===== config.mk =====
export PLATFORM = sky130hd
export DESIGN_NAME = clk_div_gen
export DESIGN_NICKNAME = d
export VERILOG_FILES = /design/src/rtl/clk_div_gen.sv
export SDC_FILE = /design/constraint.sdc
export NUM_CORES = 1
export LEC_CHECK = 0
export ABC_AREA = 0
export CAP_MARGIN = 20
export CORE_AREA = 2 2 133 135
export DETAILED_ROUTE_END_ITERATION = 6
export DIE_AREA = 0 0 135 137
export GPL_TIMING_DRIVEN = 0
export PLACE_DENSITY_LB_ADDON = 0.15
export SLEW_MARGIN = 40
export SYNTH_ARGS = -nofsm -noshare
export SYNTH_HDL_FRONTEND = slang
export SYNTH_SLANG_ARGS = --single-unit

===== constraint.sdc =====
create_clock -name clk -period 11.8 [get_ports clk]
set_input_delay 3.54 -clock clk [delete_from_list [all_inputs] [get_ports clk]]
set_output_delay 3.54 -clock clk [all_outputs]
set_load 0.05 [all_outputs]

===== src/rtl/clk_div_gen.sv =====
// Multi-channel programmable clock divider: per-channel divided clock and one-cycle tick (CLK_DIV_DUTY_EN adds cfg_high duty control).
// Latency: outputs registered, 1 clk after enable/sync; backpressure: cfg_ready low while a channel already holds a pending ratio.
module clk_div_gen #(
    parameter int NUM_CH  = 3,
    parameter int DIV_W   = 8,
    parameter int DEF_DIV = 2,
    localparam int CH_W   = (NUM_CH > 1) ? $clog2(NUM_CH) : 1
) (
    input  logic              clk,
    input  logic              rst,
    input  logic [NUM_CH-1:0] ch_en,
    input  logic              sync,
    input  logic              cfg_valid,
    output logic              cfg_ready,
    input  logic [CH_W-1:0]   cfg_ch,
    input  logic [DIV_W-1:0]  cfg_div,
`ifdef CLK_DIV_DUTY_EN
    input  logic [DIV_W-1:0]  cfg_high,
`endif
    output logic              cfg_err,
    output logic [NUM_CH-1:0] clk_out,
    output logic [NUM_CH-1:0] tick
);

    localparam logic [DIV_W-1:0] ONE  = DIV_W'(1);
    localparam logic [DIV_W-1:0] TWO  = DIV_W'(2);
    localparam logic [DIV_W-1:0] DEFD = DIV_W'(DEF_DIV);

    logic [DIV_W-1:0]  d_act    [NUM_CH];
    logic [DIV_W-1:0]  cnt      [NUM_CH];
    logic [DIV_W-1:0]  pend_div [NUM_CH];
    logic [NUM_CH-1:0] pend_vld;

    logic [DIV_W-1:0]  d_nxt    [NUM_CH];
    logic [DIV_W-1:0]  cnt_nxt  [NUM_CH];
    logic [DIV_W-1:0]  pd_nxt   [NUM_CH];
    logic [DIV_W-1:0]  h_use    [NUM_CH];
    logic [NUM_CH-1:0] pv_nxt;
    logic [NUM_CH-1:0] co_nxt;
    logic [NUM_CH-1:0] tk_nxt;
    logic [NUM_CH-1:0] wrap;
    logic [NUM_CH-1:0] apply;

`ifdef CLK_DIV_DUTY_EN
    logic [DIV_W-1:0]  h_act     [NUM_CH];
    logic [DIV_W-1:0]  pend_high [NUM_CH];
    logic [DIV_W-1:0]  h_nxt     [NUM_CH];
    logic [DIV_W-1:0]  ph_nxt    [NUM_CH];
`endif

    logic ch_ok;
    logic acc;
    logic bad;
    logic wr;

    // Out-of-range channels report ready so the write is taken and flagged as an error.
    assign ch_ok     = (int'(cfg_ch) < NUM_CH);
    assign cfg_ready = ch_ok ? !pend_vld[cfg_ch] : 1'b1;
    assign acc       = cfg_valid && cfg_ready;
    assign bad       = (cfg_div < TWO) || !ch_ok;
    assign wr        = acc && !bad;

    always_comb begin
        wrap  = '0;
        apply = '0;
        for (int i = 0; i < NUM_CH; i++) begin
            d_nxt[i]   = d_act[i];
            cnt_nxt[i] = cnt[i];
            pd_nxt[i]  = pend_div[i];
            pv_nxt[i]  = pend_vld[i];
            co_nxt[i]  = 1'b0;
            tk_nxt[i]  = 1'b0;
`ifdef CLK_DIV_DUTY_EN
            h_nxt[i]   = h_act[i];
            ph_nxt[i]  = pend_high[i];
`endif
            wrap[i]  = (cnt[i] == d_act[i] - ONE);
            // Pending ratios land only on a period boundary: disable, sync or wrap.
            apply[i] = pend_vld[i] && (!ch_en[i] || sync || wrap[i]);
            if (apply[i]) begin
                d_nxt[i]  = pend_div[i];
                pv_nxt[i] = 1'b0;
`ifdef CLK_DIV_DUTY_EN
                h_nxt[i]  = pend_high[i];
`endif
            end

            if (!ch_en[i]) begin
                cnt_nxt[i] = d_nxt[i] - ONE;
            end else if (sync || wrap[i]) begin
                cnt_nxt[i] = '0;
            end else begin
                cnt_nxt[i] = cnt[i] + ONE;
            end

`ifdef CLK_DIV_DUTY_EN
            h_use[i] = h_nxt[i];
`else
            h_use[i] = d_nxt[i] >> 1;
`endif
            if (ch_en[i]) begin
                co_nxt[i] = (cnt_nxt[i] < h_use[i]);
                tk_nxt[i] = (cnt_nxt[i] == d_nxt[i] - ONE);
            end

            if (wr && (int'(cfg_ch) == i)) begin
                pv_nxt[i] = 1'b1;
                pd_nxt[i] = cfg_div;
`ifdef CLK_DIV_DUTY_EN
                ph_nxt[i] = cfg_high;
`endif
            end
        end
    end

    always_ff @(posedge clk) begin
        if (rst) begin
            for (int i = 0; i < NUM_CH; i++) begin
                d_act[i]    <= DEFD;
                cnt[i]      <= DEFD - ONE;
                pend_div[i] <= DEFD;
`ifdef CLK_DIV_DUTY_EN
                h_act[i]     <= DEFD >> 1;
                pend_high[i] <= DEFD >> 1;
`endif
            end
            pend_vld <= '0;
            clk_out  <= '0;
            tick     <= '0;
            cfg_err  <= 1'b0;
        end else begin
            for (int i = 0; i < NUM_CH; i++) begin
                d_act[i]    <= d_nxt[i];
                cnt[i]      <= cnt_nxt[i];
                pend_div[i] <= pd_nxt[i];
`ifdef CLK_DIV_DUTY_EN
                h_act[i]     <= h_nxt[i];
                pend_high[i] <= ph_nxt[i];
`endif
            end
            pend_vld <= pv_nxt;
            clk_out  <= co_nxt;
            tick     <= tk_nxt;
            cfg_err  <= acc && bad;
        end
    end

endmodule


# Word-level counts from Yosys, hierarchy flattened
# Memories as Yosys holds them, arrays and structs flattened.
# Index checks and enable logic that the tools add are counted.
[op_classes] eq_ne=8 bitwise=12 n_reduce_logical=32 n_addsub=9 mux=33 n_lt_le_gt_ge=6
[op_table] operator="$mux W8" n=21
[op_table] operator="$eq A8 B8 Y1" n=6
[op_table] operator="$sub A8 B1 Y8 const B" n=6
[op_table] operator="$add A8 B1 Y8 const B" n=3
[op_table] operator="$lt A8 B7 Y1" n=3
[op_table] operator="$mux W1" n=11
[op_table] operator="$logic_or A1 B1 Y1" n=10
[op_table] operator="$logic_and A1 B1 Y1" n=9
[op_table] operator="$or A1 B1 Y1" n=9
[op_table] operator="$lt A8 B2 Y1 const B" n=1
[op_table] operator="$logic_not A1 Y1" n=6
[op_table] operator="$reduce_bool A2 Y1" n=3
[op_table] operator="$reduce_or A2 Y1" n=3
[op_table] operator="$eq A2 B2 Y1 const B" n=2
[op_table] operator="$lt A2 B3 Y1 const B" n=1
[op_table] operator="$not A1 Y1" n=3
[op_table] operator="$bmux W1 S2" n=1
[op_table] operator="$logic_not A2 Y1" n=1
[op_table] operator="$lt A2 B2 Y1 const B" n=1
[word_totals] memories=3 in_bits=17 reg_bits=10 ramBits=72
[memory_table] name="cnt" words=3 width=8 read_ports=3 rd_ports_with_merged_regs=0 write_ports=3 line_no="30" source="logic [DIV_W-1:0] cnt [NUM_CH];"
[memory_table] name="d_act" words=3 width=8 read_ports=3 rd_ports_with_merged_regs=0 write_ports=3 line_no="29" source="logic [DIV_W-1:0] d_act [NUM_CH];"
[memory_table] name="pend_div" words=3 width=8 read_ports=3 rd_ports_with_merged_regs=0 write_ports=3 line_no="31" source="logic [DIV_W-1:0] pend_div [NUM_CH];"

# Depth between registers and ports, before layout
# Gate-level depths: netlist (run 1).
[depth] word_depth=9 mapped_depth=23

# Worst setup path before layout (run 1)
# OpenSTA, ideal clock, no wires.
[synth_path] path_kind="input to output" startpoint="input cfg_ch[1]" endpoint="output cfg_ready" cell_stages=3 path_buffers=0 arrival_time_ns=4.621 slack_ns=3.639 t_required_ns=8.260 cell_sequence="mux2i_1 -> nor2_1 -> a31oi_1"
[synth_between] elab_chain_len=4
[synth_lines] item="start: declaration" line_no="15" source="input logic [CH_W-1:0] cfg_ch,"
[synth_lines] item="$bmux W1 S2" line_no="58" source="assign cfg_ready = ch_ok ? !pend_vld[cfg_ch] : 1'b1;"
[synth_lines] item="$mux W1 (not written as such)" line_no="58"
[synth_lines] item="$logic_not A1 Y1" line_no="58"
[synth_lines] item="$mux W1 (*)" line_no="58"
[synth_lines] item="end: declaration" line_no="14" source="output logic cfg_ready,"
# Mark *: on every way between the ends. The rest lies on a longest branch, timed or not. The select of a mux whose other input is x is not followed.

# Worst setup path in the final report (run 1)
# Ends and elaborated chain as after synthesis.

==> impl_metrics.csv, run 1 <==
group,metric,value,unit
cells_and_area,areaGrowthSynthToFinish,13.9,%
floorplan,fp.dieW,135,um
logic_synthesis,synth-seq-cells,82,
clock_tree,post-cts-setup-buffers,0,
logic_synthesis,synthesis.area,5870,um2
outcome,status,"finished, final reports clean",
grt,track_usage,0.194,
grt,overflow,0,
cells_and_area,regArea,1640,um2
logic_synthesis,synth-edff-count,0,
floorplan,die_y,137,um
placed_design,port_buffers,22,
setup_path,slowest_stage,"clkdlybuf4s50_1",
routing,vias,5267,
logic_synthesis,synth_cells,702,
logic_synthesis,yosys.area.top_type,"dfxtp_1",
clock_tree,cts_buffers,9,
cells_and_area,diodes,0,
setup_path,crit_type,"input pin to primary output",
routing,drt_pass1_iterations,6,
logic_synthesis,yosysSeqAreaShare,0.280,
power_and_ir_drop,p_seq_frac,0.421,
setup_path,max_stage_delay,860,ps
sta,clock.fmax,0.111,GHz
routing,drt-wirelength-per-cell,18.1,um
routing,drtAntennaViolNets,0,
logic_synthesis,synth_area_leaders,"dfxtp_1 28%, mux2i_1 9.0%, ha_1 5.5%, nor2_1 5.4%, xor2_1 5.1%",
setup_path,worst-path-max-fanout,5,
power_and_ir_drop,p_leak,2.62,nW
power_and_ir_drop,power.density,103,nW/um2
power_and_ir_drop,p_int,504,uW
sta,min_period,9040,ps
routing,drt_iter0_markers,286,
logic_synthesis,synthFlopType,"dfxtp_1",
floorplan,start_util,0.344,
sta,slew_headroom,0.531,
hold_path,hp-class,"flip-flop to flip-flop",
hold_path,whs_endpoint,"pend_div[0][15]",
job,drv_cap,0,
grt,antenna_found_initial,0,
routing,drcViolationCount,0,
clock_tree,postCtsHoldBufs,0,
cells_and_area,final_cells,964,
floorplan,core_area,17100,um2
power_and_ir_drop,swShare,0.267,
setup_path,worstPathRequired,8260,ps
setup_path,r2r-end,"clk_out[2]",
sta,setup_violations,0,
logic_synthesis,async_flop_share,0,
routing,via_per_inst,5.46,
setup_path,timing.rr.start,"d_act[0][16]",
setup_path,worstPathArrival,5500,ps
setup_path,rr_worst_depth,22,
power_and_ir_drop,ir_drop,0.0523,mV
logic_synthesis,avgSynthCellArea,8.36,um2
grt,grt_max_degree,15,
routing,drt-total-wl,17.4,mm
setup_path,crit_path_start_kind,"input pin",
placed_design,routabilityCongestion,0.939,
sta,finalCritPeriodShare,0.766,
logic_synthesis,syn-num-nets,745,
setup_path,crit_path_end_kind,"primary output",
grt,grt_pass1_vias,5366,
clock_tree,clk_transition_reported_paths,60,ps
clock_tree,cts_tree,"built",
sta,grt_setup_unrepaired,"false",
hold_path,worstHoldStart,"pend_div[0][15]",
sta,fin_worst_skew,8.96,ps
hold_path,hold_depth,2,
clock_tree,clkLatencyLatePin,350,ps
sta,final-hold-violation-count,0,
setup_path,regToRegSetupSlack,6460,ps
floorplan,ios,25,
logic_synthesis,yosysMostFrequentCell,"nor2_1",
cells_and_area,nNetsFinal,778,
clock_tree,cts_buffer_depth,2,
logic_synthesis,synth.distinct_cells,80,
setup_path,crit_chain,"clkdlybuf4s50_1 > mux2i_1 > nor2_1 > a31oi_1 > clkdlybuf4s50_1",
clock_tree,cts_max_level,3,
floorplan,rows,48,
clock_tree,ctsRootBufferMaster,"clkbuf_16",
logic_synthesis,synth_top_area_share,0.280,
floorplan,dieArea,18500,um2
placed_design,dpl.hpwl,13.5,mm
cells_and_area,layout-drive-gt1-share,0.0690,
power_and_ir_drop,clockPowerShare,0.448,
power_and_ir_drop,p_switching,184,uW
setup_path,crit_path_frequent_cell,"clkdlybuf4s50_1",
grt,grt_pass1_wl,27.9,mm
clock_tree,clkSinkCount,82,
power_and_ir_drop,combPwrFrac,0.131,
logic_synthesis,yosys-top-cells-count,"84 x nor2_1, 82 x dfxtp_1, 53 x mux2i_1",
cells_and_area,multi_input_area,3970,um2
placed_design,dpl.cell_count,949,
clock_tree,ctsResizeCount,0,
sta,tns,0,ps
sta,worst_slew_pin_slew,704,ps
logic_synthesis,synth_warnings,0,
cells_and_area,fillers,1770,
sta,finalMaxSlewViolations,0,
[power groups by stage]
stage	logic [mW]	registers, mW	clock network (mW)
floorplan	0.0571	0.297	0
global placement	0.0885	0.296	0
detailed placement	0.0893	0.296	0
CTS	0.0898	0.290	0.314
global route	0.0978	0.291	0.327
finish	0.0901	0.290	0.308
[cells by family (layout without fill, tap and decap cells)]
| family | Yosys count | after routing | share of synthesized area |
|---|---|---|---|
| buffers and inverters | 58 | 95 | 0.0429 |
| adders and majority gates | 27 | 27 | 0.0572 |
| muxes | 62 | 62 | 0.111 |
| AOI/OAI and AO/OA | 125 | 125 | 0.153 |
| DFF | 82 | 82 | 0.280 |
| and+or+nand+nor | 279 | 279 | 0.244 |
| xor gates and xnor gates | 69 | 69 | 0.112 |
[critical path, delay by kind of cell]
kind	cells	cell delay, ps
and+or+nand+nor	1	50
buffers and inverters	2	1430
AOI/OAI and AO/OA	1	250
muxes	1	210
[registers in the layout, indices dropped and copies added (netlist names)]
signal    count
pend_vld      3
cnt          24
cfg_err       1
tick          3
pend_div     24
d_act        24
clk_out       3
[cell usage in the layout, fill, tap and decap left out, types with 5 or more instances in the layout]
cell type | netlist | layout
nand3b_1 | 5 | 5
nand4_1 | 5 | 5
o21ai_0 | 18 | 18
dfxtp_1 | 82 | 82
mux2_2 | 6 | 6
nor4_1 | 6 | 6
nor3_1 | 26 | 26
a31oi_1 | 7 | 7
mux2i_1 | 53 | 53
and2_1 | 22 | 22
o22ai_1 | 14 | 14
nand2_1 | 45 | 45
inv_1 | 21 | 21
clkdlybuf4s50_1 | 0 | 22
nor2_1 | 84 | 84
a211oi_1 | 6 | 6
clkbuf_1 | 21 | 21
ha_1 | 26 | 26
nor2b_1 | 11 | 11
and3_1 | 6 | 6
nand2b_1 | 17 | 17
or3_1 | 9 | 9
xnor2_1 | 31 | 31
clkbuf_16 | 0 | 9
xor2_1 | 34 | 34
buf_2 | 9 | 9
a21oi_1 | 21 | 21
nand3_1 | 21 | 21
[how the worst max path moves through the flow]
stage	start	slack (ps)	depth (start not counted)	end
after floorplan	cfg_ch[1]	3640	3	cfg_ready
after global placement	cfg_ch[1]	2790	5	cfg_ready
after detailed placement	cfg_ch[1]	2770	5	cfg_ready
after CTS	cfg_ch[1]	2760	5	cfg_ready
after global routing	cfg_ch[1]	2620	5	cfg_ready
final	cfg_ch[1]	2760	5	cfg_ready
[stage by stage]
stage                     hold slack, ps  worst slack, ps   util  instance area [um2]  power [mW]
final                                500             2760  0.392                 6680       0.688
after global routing                 562             2620  0.392                 6680       0.715
after CTS                            516             2760  0.392                 6680       0.694
after detailed placement             502             2770  0.373                 6370       0.385
after global placement               493             2790  0.373                 6370       0.384
after floorplan                      460             3640      -                 5870       0.354
[cell type report]
cell class / count / area share
Clock inverter: 6 / 0.0135
Sequential cell: 82 / 0.246
Inverter: 21 / 0.0118
Clock buffer: 9 / 0.0337
Buffer: 37 / 0.0258
Timing Repair Buffer: 22 / 0.0330
Tap cell: 225 / 0.0421
Multi-Input combinational cell: 562 / 0.594
[routing by layer]
| layer | vias up | GRT usage | wire length [um] |
|---|---|---|---|
| met5 | - | 0 | 0 |
| met4 | 0 | 0.0810 | 539 |
| met3 | 40 | 0.0278 | 818 |
| met2 | 160 | 0.342 | 8350 |
| met1 | 2482 | 0.236 | 7710 |
| li1 | 2585 | - | - |
Power figures use the tool's default switching activity.
==> inputs of run 2 (changes only) <==
Clock period 11.8 ns to 7.45 ns, I/O delays scaled along.
==> results of run 2 <==
The final DEF is identical to that of run 1. Status: finished, final reports clean.
Main changes from that run: setup slack after placement 2770 ps -> 673 ps; setup slack after layout 2760 ps -> 1020 ps; register-to-register setup slack 6460 ps -> 2110 ps; total power 0.688 mW -> 1.09 mW; worst IR drop on VDD 0.0523 mV -> 0.0828 mV
==> inputs of run 3 (changes only) <==
Settings changed: CAP_MARGIN 20 to 40, CTS_CLUSTER_SIZE set to 16.
==> results of run 3 <==
The final DEF is identical to that of run 1. Status: finished, final reports clean.
Main changes from that run: setup slack after placement 2770 ps -> 673 ps; setup slack after layout 2760 ps -> 1020 ps; register-to-register setup slack 6460 ps -> 2110 ps; total power 0.688 mW -> 1.09 mW; worst IR drop on VDD 0.0523 mV -> 0.0828 mV
